## config.mk

```make
export PLATFORM = sky130hd
export DESIGN_NAME = relu_pool_stage
export DESIGN_NICKNAME = d
export VERILOG_FILES = /design/src/rtl/npu_pkg.sv /design/src/rtl/pool_quant_lane.sv /design/src/rtl/relu_pool_stage.sv
export SDC_FILE = /design/constraint.sdc
export NUM_CORES = 1
export LEC_CHECK = 0
export CAP_MARGIN = 20
export CORE_MARGIN = 2
export CORE_UTILIZATION = 45
export CTS_CLUSTER_SIZE = 12
export DETAILED_ROUTE_END_ITERATION = 10
export GPL_TIMING_DRIVEN = 0
export PLACE_DENSITY_LB_ADDON = 0.08
export SYNTH_ARGS = -nofsm -noshare
export SYNTH_HDL_FRONTEND = slang
export SYNTH_SLANG_ARGS = --single-unit
```

## constraint.sdc

```tcl
create_clock -name clk -period 22.6 [get_ports clk]
set_input_delay 4.52 -clock clk [delete_from_list [all_inputs] [get_ports clk]]
set_output_delay 4.52 -clock clk [all_outputs]
set_load 0.02 [all_outputs]
```

## src/rtl/npu_pkg.sv

```systemverilog
// Shared widths, sizes and the stage state type for the NPU post-conv datapath.
package npu_pkg;

    localparam int ACC_W      = 18;
    localparam int PIX_W      = 8;
    localparam int N_CONV_OUT = 30;
    localparam int N_POOL     = 15;

    typedef enum logic [1:0] {
        IDLE,
        PREP,
        STREAM
    } state_t;

endpackage

```

## src/rtl/pool_quant_lane.sv

```systemverilog
// One output pixel: ReLU on a pair of conv results, max-pool, requantising shift, clamp to 8 bits.
module pool_quant_lane
    import npu_pkg::*;
#(
    parameter int SHIFT = 4
) (
    input  logic signed [ACC_W-1:0] a,
    input  logic signed [ACC_W-1:0] b,
    output logic [PIX_W-1:0]        pix
);

    logic [ACC_W-2:0] relu_a;
    logic [ACC_W-2:0] relu_b;
    logic [ACC_W-2:0] pooled;
    logic [ACC_W-2:0] shifted;

    // NOTE: every always_comb output is assigned on every path, so no latch is inferred.
    always_comb begin
        relu_a  = a[ACC_W-1] ? '0 : a[ACC_W-2:0];
        relu_b  = b[ACC_W-1] ? '0 : b[ACC_W-2:0];
        pooled  = (relu_a > relu_b) ? relu_a : relu_b;
        shifted = pooled >> SHIFT;
        pix     = (shifted > (ACC_W-1)'(255)) ? '1 : shifted[PIX_W-1:0];
    end

endmodule

```

## src/rtl/relu_pool_stage.sv

```systemverilog
// Captures one conv row, then streams N_IN/2 pooled, requantised pixels over a valid/ready port.
module relu_pool_stage
    import npu_pkg::*;
#(
    parameter int SHIFT = 4,
    parameter int N_IN  = N_CONV_OUT
) (
    input  logic                    clk,
    input  logic                    rst,
    input  logic                    conv_done,
    input  logic signed [ACC_W-1:0] conv_result [0:N_IN-1],
    output logic                    out_valid,
    input  logic                    out_ready,
    output logic [PIX_W-1:0]        out_data,
    output logic                    out_last,
    output logic                    busy,
    output logic                    drop_err
);

    localparam int NP = N_IN / 2;
    localparam int IW = (NP > 1) ? $clog2(NP) : 1;
    localparam int BW = $clog2(N_IN);

    state_t                  state;
    logic [IW-1:0]           idx;
    logic signed [ACC_W-1:0] row_buf [0:N_IN-1];

    int                      sel;
    logic [BW-1:0]           lo_sel;
    logic [BW-1:0]           hi_sel;
    logic [PIX_W-1:0]        pix;

    // The lane always computes the pixel that will be registered next: 0 in PREP, idx+1 in STREAM.
    always_comb begin
        sel = 0;
        if (state == STREAM && idx != IW'(NP - 1)) begin
            sel = int'(idx) + 1;
        end
        lo_sel = BW'(2 * sel);
        hi_sel = BW'(2 * sel + 1);
    end

    pool_quant_lane #(
        .SHIFT(SHIFT)
    ) u_lane (
        .a  (row_buf[lo_sel]),
        .b  (row_buf[hi_sel]),
        .pix(pix)
    );

    assign busy = (state != IDLE);

    // NOTE: sequential state uses non-blocking assignments only, so every register sees pre-edge values.
    always_ff @(posedge clk) begin
        if (rst) begin
            state     <= IDLE;
            idx       <= '0;
            out_valid <= 1'b0;
            out_last  <= 1'b0;
            out_data  <= '0;
            drop_err  <= 1'b0;
            // NOTE: the row buffer is cleared too, so a reset never leaves a stale row behind.
            for (int k = 0; k < N_IN; k++) begin
                row_buf[k] <= '0;
            end
        end else begin
            if (conv_done && state != IDLE) begin
                drop_err <= 1'b1;
            end
            case (state)
                IDLE: begin
                    if (conv_done) begin
                        for (int k = 0; k < N_IN; k++) begin
                            row_buf[k] <= conv_result[k];
                        end
                        idx   <= '0;
                        state <= PREP;
                    end
                end
                PREP: begin
                    out_data  <= pix;
                    out_valid <= 1'b1;
                    out_last  <= (NP == 1);
                    idx       <= '0;
                    state     <= STREAM;
                end
                STREAM: begin
                    // out_valid is always 1 in this state, so out_ready alone marks a transfer.
                    if (out_ready) begin
                        if (out_last) begin
                            out_valid <= 1'b0;
                            out_last  <= 1'b0;
                            state     <= IDLE;
                        end else begin
                            idx      <= idx + IW'(1);
                            out_data <= pix;
                            out_last <= (idx == IW'(NP - 2));
                        end
                    end
                end
                default: state <= IDLE;
            endcase
        end
    end

endmodule

```

==> results_dict.tcl, run 1 <==
set metrics [dict create \
    status "finished clean" \
    synth.distinct_cells 73 \
    finalHoldViolations 0 \
    finClkSkew_ns 0.0174 \
    top_level_ports 556 \
    ir_worst_vdd_uv 53.3 \
    yosys_warnings 0 \
    grt_antenna_before_repair 11 \
    finalCriticalPeriod_ns 8.33 \
    track_usage_pct 33.2 \
    synth-seq-cells 557 \
    drv_cap 0 \
    synth_nets 2691 \
    cts_made_buffers 59 \
    synthTopCellsByArea "edfxtp_1 62%, and2_1 8.1%, nor2b_1 5.6%" \
    clk_pin_slew_ns 0.06 \
    syn_avg_cell_area_sq_um 12.4 \
    root_buffer "clkbuf_16" \
    die_w_um 246 \
    synth_top_area_share_pct 61.7 \
    criticalPathCategory "flop to flop" \
    coreArea_sq_um 57700 \
    worstPathCellList "buf_2 -> inv_1 -> buf_2 -> buf_2 -> buf_2 -> ha_1 -> nand2_1 -> a21oi_1 -> nor2_2 -> clkbuf_1 -> clkbuf_1 -> buf_1 -> mux4_2 -> nand2_1 -> nand3_1 -> nand3_1 -> ha_1 -> a21o_1 -> a221o_1 -> a221o_1 -> o31ai_1 -> nor2_2 -> a221oi_4 -> a311oi_1" \
    setup_violations 0 \
    crit_path_end_kind "flop" \
    worstPathRequired_ns 23.06 \
    place_area_sq_um 33100 \
    cpPeakStageDelay_ns 0.73 \
    worstMarginPinSlew_ns 1.29 \
    yosysSeqAreaShare_pct 62.9 \
    drv_slew 0 \
    dieArea_sq_um 60400 \
    nets 3316 \
    cpMostUsedCell "buf_2" \
    ant_nets 0 \
    die_h_um 246 \
    syn_inst 2127 \
    grt_start_max_net_pins 74 \
    leakage_nw 12.7 \
    dp.cells 3456 \
    cp.arrival_ns 8.79 \
    hold_class "flop to flop" \
    grt_pass1_vias 20600 \
    powerDensity_nw_per_um2 73.7 \
    final_util_pct 60.4 \
    holdBufCountCts 0 \
    place_congestion 0.907 \
    syn_to_final_growth_pct 32.5 \
    io_buffers 554 \
    row_count 88 \
    critPathMaxFanout 10 \
    start_util_pct 45.6 \
    cts_sinks 557 \
    tns_ns 0 \
    path_buf_inv 8 \
    cts_max_path_buffers 3 \
    synth_edf_count 540 \
    vias 20800 \
    dp_hpwl_mm 77.5 \
    post-route-period-util_pct 36.8 \
    grt_overflow 0 \
    finalPower_w 0.00257 \
    cts_resized 0 \
    remaining_drc_errors 0 \
    critPathTopFamily "buffers and inverters" \
    critical-path-slowest-cell "clkbuf_1" \
    drive_gt1_share_pct 5.90 \
    clk_latency_ns 0.63 \
    syn_area_sq_um 26300 \
    grt_pass1_wl_mm 141 \
    final_area_sq_um 34900 \
    fillers 4760 \
    dr.pass1.iters 6 \
    rsz0062_at_grt "no" \
    vias_per_cell 5.84 \
    ys.flop_type "edfxtp_1" \
    cts_tree "yes" \
    max_freq_mhz 120 \
    async_reset_ff_share_pct 0 \
    cp-start-kind "flop" \
    drtIter0Drc 2535 \
    post_cts_buffers 0 \
    finalWirelength_mm 102 \
    relSlewSlack_pct 13.8 \
    htreeDepth 2 \
    avgRoutedWirePerCell_um 28.6 \
    synth.largest_area_cell "edfxtp_1" \
    final_cells 3567 \
]
==> where the power goes <==
part / internal (W) / total (W) / switching [W] / leakage [nW]
Combinational: 0.000174 / 0.000379 / 0.000205 / 5.92
Sequential: 0.00124 / 0.00126 / 0.0000273 / 5.94
Clock: 0.000521 / 0.000925 / 0.000404 / 0.881
Total: 0.00193 / 0.00257 / 0.000637 / 12.7
==> state kept, by name, indices dropped and copies added (netlist names) <==
signal	flops
drop_err	1
idx	4
out_data	8
out_last	1
out_valid	1
row_buf	540
state	2
==> cell families after synthesis <==
group | after synthesis | synth area share [%]
buffers and inverters | 178 | 2.94
and+or+nand+nor | 916 | 19.5
AOI/OAI and AO/OA | 393 | 10.8
adders and majority gates | 20 | 0.951
xor gates and xnor gates | 2 | 0.0952
muxes | 61 | 2.77
DFF | 557 | 62.9
==> cell usage after synthesis (all sizes together) (4+ instances only) <==
cell,number
edfxtp,540
and2,341
nor2b,236
nand2,198
clkbuf,108
buf,61
o21ai,60
a21oi,58
nor2,56
mux2i,47
a311oi,46
a22oi,37
a211oi,36
nand3,30
a221oi,23
a21o,21
ha,20
a31oi,19
and3,19
o211ai,19
dfxtp,17
nor3,12
inv,9
mux4,9
o22ai,8
o311ai,8
a2bb2oi,7
a22o,6
nand4,6
o31ai,6
o32ai,6
mux2,5
a221o,4
a311o,4
nand2b,4
o32a,4
==> worst paths after layout <==
path | slack, ns | endpoint | from | cells past startpoint
max | 14.27 | out_data[0]$_SDFFE_PP0P_ | idx[0]$_SDFFE_PP0P_ | 24
min | 0.50 | drop_err$_SDFFE_PP0P_ | drop_err$_SDFFE_PP0P_ | 2
max reg2reg | 14.27 | out_data[0]$_SDFFE_PP0P_ | idx[0]$_SDFFE_PP0P_ | 24
min reg2reg | 0.50 | drop_err$_SDFFE_PP0P_ | drop_err$_SDFFE_PP0P_ | 2
==> area by class of cell <==
| type | count | area [sq um] | share of cell area [%] |
|---|---|---|---|
| Clock buffer | 78 | 1620 | 4.65 |
| Inverter | 9 | 33.8 | 0.0969 |
| Clock inverter | 28 | 174 | 0.499 |
| Antenna cell | 5 | 12.5 | 0.0359 |
| Buffer | 169 | 741 | 2.12 |
| Tap cell | 765 | 957 | 2.75 |
| Multi-Input combinational cell | 1392 | 8980 | 25.8 |
| Timing Repair Buffer | 564 | 5790 | 16.6 |
| Sequential cell | 557 | 16600 | 47.5 |
==> layer usage <==
metal / vias to the layer above / track usage (%) / part of all wire [%]
li1: 9050 / - / -
met1: 10300 / 44.0 / 39
met2: 1285 / 54.6 / 48
met3: 198 / 6.30 / 9.8
met4: 10 / 11.3 / 3.7
met5: - / 0 / 0.074
==> placed cells by master, fill, tap and decap left out, drive strengths merged, types with 6 or more instances in the layout <==
cell type / instances
mux2i: 47
inv: 9
mux4: 9
ha: 20
clkbuf: 186
o31ai: 6
o21ai: 60
clkdlybuf4s50: 554
o22ai: 8
and2: 341
a22oi: 37
edfxtp: 540
and3: 19
clkinv: 25
nand4: 6
a21o: 21
o211ai: 19
dfxtp: 17
a311oi: 46
nand2: 198
a31oi: 19
a22o: 6
o311ai: 8
nand3: 30
nor2b: 236
a221oi: 23
a211oi: 36
nor2: 56
a2bb2oi: 7
o32ai: 6
a21oi: 58
nor3: 12
buf: 71
==> worst reg2reg max path, stage by stage, from the launching register on <==
cell and delay, ns:
dfxtp_1 0.51, buf_2 0.37, inv_1 0.10, buf_2 0.23
buf_2 0.24, buf_2 0.27, ha_1 0.28, nand2_1 0.10
a21oi_1 0.29, nor2_2 0.66, clkbuf_1 0.74, clkbuf_1 0.59
buf_1 0.53, mux4_2 0.44, nand2_1 0.10, nand3_1 0.17
nand3_1 0.18, ha_1 0.25, a21o_1 0.18, a221o_1 0.36
a221o_1 0.38, o31ai_1 0.34, nor2_2 0.19, a221oi_4 0.50
a311oi_1 0.16
==> metrics by stage <==
step	hold WS [ns]	setup WS, ns
3_3_place_gp	0.460	-2.30
4_1_cts	0.498	14.41
6_report	0.495	14.27
5_1_grt	0.521	14.03
2_1_floorplan	0.569	3.44
3_5_place_dp	0.470	14.39
Power figures use the tool's default switching activity.
==> run 2: changes to the inputs <==
Clock period 22.6 ns to 7.4 ns, I/O delays scaled along.
==> run 2 against run 1 <==
Net effect:
- clock skew shrank 0.00087 ns
- wire length shrank 0.45%
- first-iteration DRC count shrank 9.7%
- sequential cell count is the same
- critical path type unchanged
- largest cell class unchanged
==> results_dict.tcl, run 2 (synthesis results as in run 1) <==
set metrics [dict create \
    ir_worst_vdd_uv 181 \
    cp.arrival_ns 7.60 \
    track_usage_pct 33.0 \
    netSwitchingFraction_pct 24.8 \
    grt_start_max_net_pins 76 \
    r2r_start "idx[0]$_SDFFE_PP0P_" \
    intPower_w 0.00598 \
    coreArea_sq_um 57700 \
    final_util_pct 60.8 \
    setup_violations 0 \
    finalWirelength_mm 101 \
    final_cell_mix "554 x clkdlybuf4s50_1, 540 x edfxtp_1, 341 x and2_1" \
    regMostFlops "row_buf" \
    row_count 88 \
    hold_class "flop to flop" \
    drv_cap 0 \
    route.met3.wl_mm 9.00 \
    critPathMaxFanout 10 \
    drtIter0Drc 2289 \
    worstReg2RegEnd "out_data[2]$_SDFFE_PP0P_" \
    cts_max_path_buffers 3 \
    syn_to_final_growth_pct 33.4 \
    holdPathEnd "drop_err$_SDFFE_PP0P_" \
    largestRegisters "row_buf (540), out_data (8), idx (4)" \
    die_h_um 246 \
    reg2reg_depth 24 \
    ant_nets 0 \
    p_clk_share_pct 36.8 \
    leakage_nw 12.9 \
    largest_reg_flops 540 \
    clk_pin_slew_ns 0.06 \
    m1WireLength_mm 40.1 \
    die_w_um 246 \
    grt_antenna_before_repair 8 \
    vias 20500 \
    worstPathRequired_ns 7.87 \
    place_congestion 0.916 \
    layout_commonest_cell "clkdlybuf4s50_1" \
    max_freq_mhz 140 \
    criticalPathCategory "flop to flop" \
    powerDensity_nw_per_um2 227 \
    hold_start "drop_err$_SDFFE_PP0P_" \
    grt_pass1_wl_mm 141 \
    worstMarginPinSlew_ns 1.29 \
    avgRoutedWirePerCell_um 28.3 \
    nets 3322 \
    cts_sinks 557 \
    io_buffers 554 \
    crit_path_end_kind "flop" \
    cp-start-kind "flop" \
    finalHoldViolations 0 \
    vias_per_cell 5.74 \
    cts_tree "yes" \
    combPwrFrac_pct 14.6 \
    remaining_drc_errors 0 \
    wl_met2_mm 48.7 \
    critical-path-slowest-cell "buf_1" \
    switching_power_w 0.00197 \
    sequentialPowerShare_pct 48.6 \
    grt_pass1_vias 20500 \
    htreeDepth 2 \
    rsz0062_at_grt "no" \
    dieArea_sq_um 60400 \
    status "finished clean" \
    dr.max_layer_used "met5" \
    grt_overflow 0 \
    top_level_ports 556 \
    start_util_pct 45.6 \
    cpPeakStageDelay_ns 0.66 \
    hold_depth 2 \
    drv_slew 0 \
    clk_latency_ns 0.63 \
    r2r_slack_ns 0.27 \
    post-route-period-util_pct 96.4 \
    relSlewSlack_pct 13.9 \
    dr.pass1.iters 6 \
    finClkSkew_ns 0.0165 \
    root_buffer "clkbuf_16" \
    finalCriticalPeriod_ns 7.13 \
    dp_hpwl_mm 77.5 \
    worstPathCellList "buf_4 -> inv_1 -> buf_2 -> clkbuf_4 -> clkbuf_4 -> ha_2 -> and3_1 -> buf_2 -> nor2_8 -> buf_4 -> clkbuf_1 -> buf_1 -> o21ai_0 -> o21ai_1 -> a21oi_1 -> nand2_1 -> ha_1 -> nand4_1 -> nor3_1 -> a221o_1 -> o31ai_1 -> nor2_2 -> a221oi_4 -> a311oi_1" \
    drive_gt1_share_pct 7.30 \
    cts_made_buffers 60 \
    finalPower_w 0.00795 \
]
[run 2: cell types whose count changed in the layout (fill, tap and decap cells not counted), moves of 4 or more]
cell,before,now
buf_2,34,27
buf_4,8,14
clkinv_1,15,11
clkbuf_1,122,108
clkbuf_4,0,9
o21ai_1,2,7
clkbuf_2,0,18
buf_1,15,10
o21ai_0,58,52
[run 2: metal layers]
layer	GRT usage, %	vias to the layer above
li1	-	9064
met2	54.4	1102
met3	5.64	174
met4	11.7	10
met5	0	-
met1	44.1	10200
[run 2: through the flow]
step	std cells	area, sq um	setup TNS (ns)	hold WS [ns]	setup slack (ns)
floorplan	2127	26300	0	0.569	0.803
CTS	3567	35000	0	0.491	0.00125
detailed placement	3456	33100	-5.95	0.474	-0.762
global route	3572	35100	0	0.532	0.00428
global placement	3446	32800	-657.97	0.461	-1.25
finish	3577	35100	0	0.489	0.269
[run 2: how the worst max path moves through the flow]
stage | from | endpoint | slack, ns | depth (start not counted)
floorplan | rst | row_buf[0][0]$_SDFFCE_PN0P_ | 0.80 | 4
CTS | idx[0]$_SDFFE_PP0P_ | out_data[2]$_SDFFE_PP0P_ | 0.001 | 24
global placement | rst | row_buf[14][6]$_SDFFCE_PN0P_ | -1.25 | 4
global route | idx[0]$_SDFFE_PP0P_ | out_data[2]$_SDFFE_PP0P_ | 0.004 | 25
finish | idx[0]$_SDFFE_PP0P_ | out_data[2]$_SDFFE_PP0P_ | 0.27 | 24
detailed placement | idx[0]$_SDFFE_PP0P_ | out_data[2]$_SDFFE_PP0P_ | -0.76 | 24
[run 2: repair_timing]
item | CTS | global route
gates resized for setup | 19 | 42
hold buffers | 0 | 0
buffers inserted | 0 | 4
pin swaps | 0 | 3
endpoints found under the setup margin | 8 | 8
[run 2: cell type report]
class	count	area, sq um
Tap cell	765	957
Fill cell	4756	22600
Buffer	168	792
Clock inverter	28	218
Multi-Input combinational cell	1392	9020
Inverter	9	33.8
Antenna cell	5	12.5
Sequential cell	557	16600
Clock buffer	83	1660
Timing Repair Buffer	570	5840
[run 2: worst max-delay path: cells and delay by family, from the launching register on]
family | cells | cell delay (ns)
buffers and inverters | 9 | 2.63
AOI/OAI and AO/OA | 7 | 2.33
and+or+nand+nor | 6 | 0.93
DFF | 1 | 0.51
adders and majority gates | 2 | 0.49
[run 2: power groups by stage]
| stage | clock (W) | sequential (W) | combinational [W] |
|---|---|---|---|
| 3_3_place_gp | 0 | 0.00397 | 0.00111 |
| 6_report | 0.00292 | 0.00386 | 0.00116 |
| 5_1_grt | 0.00306 | 0.00388 | 0.00123 |
| 4_1_cts | 0.00293 | 0.00386 | 0.00115 |
| 3_5_place_dp | 0 | 0.00393 | 0.00114 |
| 2_1_floorplan | 0 | 0.00394 | 0.000500 |
==> run 3: changes to the inputs <==
Settings changed: CTS_CLUSTER_DIAMETER from default to 80.
==> run 3 against run 2 <==
Net effect:
- wire length is essentially flat
- sequential cell count is the same
- clock power shrank 14%
- sequential power is essentially flat
- global-route usage is essentially flat
- total power shrank 5.2%
- critical path type unchanged
- highest routed layer unchanged
- largest power group unchanged
==> results_dict.tcl, run 3 (synthesis results as in run 1) <==
set metrics [dict create \
    rsz0062_at_grt "no" \
    worstMarginPinSlew_ns 1.27 \
    drive_gt1_share_pct 6.49 \
    coreArea_sq_um 57700 \
    dieArea_sq_um 60400 \
    die_h_um 246 \
    drv_cap 0 \
    setup_slack_ns 0.270 \
    p_clk_share_pct 33.3 \
    drv_slew 0 \
    cts_sinks 557 \
    met1_usage_pct 43.9 \
    dr.pass1.iters 7 \
    finalPower_w 0.00753 \
    vias_per_cell 5.75 \
    regMostFlops "row_buf" \
    ant_nets 0 \
    hold_class "flop to flop" \
    critPathTopFamily "buffers and inverters" \
    place_congestion 0.916 \
    status "finished clean" \
    layout_commonest_cell "clkdlybuf4s50_1" \
    use_met3_pct 5.27 \
    vias 20400 \
    cp-start-kind "flop" \
    r2r_slack_ns 0.27 \
    intPower_w 0.00565 \
    switching_power_w 0.00189 \
    cts_max_path_buffers 3 \
    crit_path_end_kind "flop" \
    dp.cells 3456 \
    powerDensity_nw_per_um2 217 \
    die_w_um 246 \
    finalWirelength_mm 101 \
    regArea_sq_um 16600 \
    cp.arrival_ns 7.59 \
    setup_violations 0 \
    ir_worst_vdd_uv 181 \
    fillers 4787 \
    grt_pass1_wl_mm 141 \
    finClkSkew_ns 0.00953 \
    worstPathCellList "buf_4 -> inv_1 -> buf_2 -> clkbuf_4 -> clkbuf_4 -> ha_2 -> and3_1 -> buf_2 -> nor2_8 -> buf_4 -> clkbuf_1 -> buf_1 -> o21ai_0 -> o21ai_1 -> a21oi_1 -> nand2_1 -> ha_1 -> nand4_1 -> nor3_1 -> a221o_1 -> o31ai_1 -> nor2_2 -> a221oi_4 -> a311oi_1" \
    whs_ns 0.498 \
    largestRegisters "row_buf (540), out_data (8), idx (4)" \
    combPwrFrac_pct 15.4 \
    remaining_drc_errors 0 \
    worstPathRequired_ns 7.86 \
    final_cells 3539 \
    criticalPathCategory "flop to flop" \
    row_count 88 \
    post-place-ws_ns -0.762 \
    critical-path-slowest-cell "buf_1" \
    max_freq_mhz 140 \
    grt_start_max_net_pins 76 \
    largest_reg_flops 540 \
    finalCriticalPeriod_ns 7.13 \
    root_buffer "clkbuf_16" \
    critPathMaxFanout 10 \
    nets 3314 \
    grtUsageMet2_pct 54.9 \
    cpPeakStageDelay_ns 0.67 \
    grt_antenna_before_repair 10 \
    finalHoldViolations 0 \
    netSwitchingFraction_pct 25.0 \
    start_util_pct 45.6 \
    multi_input_area_sq_um 9020 \
    drtIter0Drc 2351 \
    io_buffers 554 \
    grt_overflow 0 \
    post-route-period-util_pct 96.3 \
    path_buf_inv 9 \
    htreeDepth 2 \
    leakage_nw 12.7 \
    top_level_ports 556 \
    clk_pin_slew_ns 0.06 \
    relSlewSlack_pct 15.7 \
    dp_hpwl_mm 77.5 \
    sequentialPowerShare_pct 51.3 \
    grt_pass1_vias 20400 \
    cts_tree "yes" \
    busiest_layer "met2" \
    cts_made_buffers 52 \
    final_cell_mix "554 x clkdlybuf4s50_1, 540 x edfxtp_1, 341 x and2_1" \
    syn_to_final_growth_pct 31.8 \
    track_usage_pct 33.0 \
    avgRoutedWirePerCell_um 28.7 \
    clk_latency_ns 0.62 \
]
==> run 3: cell count changes in the layout (fill, tap and decap cells not counted), moves of 2 or more <==
cell,previous run,this run
clkinv_1,11,1
clkbuf_16,62,53
clkinv_2,9,0
clkbuf_8,3,0
diode_2,5,2
bufinv_16,3,1
clkinvlp_4,2,0
==> run 3: path summary, 6_finish.rpt <==
check | cells after the start | startpoint | end
min reg2reg | 2 | drop_err$_SDFFE_PP0P_ | drop_err$_SDFFE_PP0P_
max | 24 | idx[0]$_SDFFE_PP0P_ | out_data[6]$_SDFFE_PP0P_
min | 2 | drop_err$_SDFFE_PP0P_ | drop_err$_SDFFE_PP0P_
max reg2reg | 24 | idx[0]$_SDFFE_PP0P_ | out_data[6]$_SDFFE_PP0P_
==> run 3: tightest hold or removal path, cell delays in order, from the launching register on <==
cell,delay (ns)
dfxtp_1,0.34
a21oi_1,0.04
nor2_1,0.08
==> run 3: cell type report <==
cell class	instances	share of cell area (%)
clock buffer	72	4.03
inverter	9	0.0975
multi-input combinational	1392	26.0
clock inverter	4	0.148
antenna	2	0.0144
timing repair buffer	570	16.9
sequential	557	47.8
buffer	168	2.29
tap	765	2.76
==> run 3: per-stage QoR <==
stage / util [%] / area [sq um] / TNS [ns]
after global placement: 56.9 / 32800 / -657.97
after floorplan: - / 26300 / 0
after CTS: 59.9 / 34500 / 0
after detailed placement: 57.3 / 33100 / -5.95
after global routing: 60.1 / 34700 / 0
final: 60.1 / 34700 / 0
==> run 3: per-layer routing <==
metal | vias to the layer above | routed length [um]
met5 | - | 81
met4 | 12 | 3300
met3 | 177 | 9010
met2 | 1092 | 49100
met1 | 10100 | 39900
li1 | 9005 | -
==> run 3: power groups by stage <==
stage / logic, W / clock network (W) / registers [W]
2_1_floorplan: 0.000500 / 0 / 0.00394
3_3_place_gp: 0.00111 / 0 / 0.00397
3_5_place_dp: 0.00114 / 0 / 0.00393
4_1_cts: 0.00115 / 0.00252 / 0.00386
5_1_grt: 0.00123 / 0.00262 / 0.00388
6_report: 0.00116 / 0.00251 / 0.00386
==> run 3: repair_timing <==
item | CTS | global route
pin swaps | 0 | 3
resized for setup | 20 | 42
hold buffers | 0 | 0
setup endpoints to repair | 8 | 8
setup buffers | 0 | 4
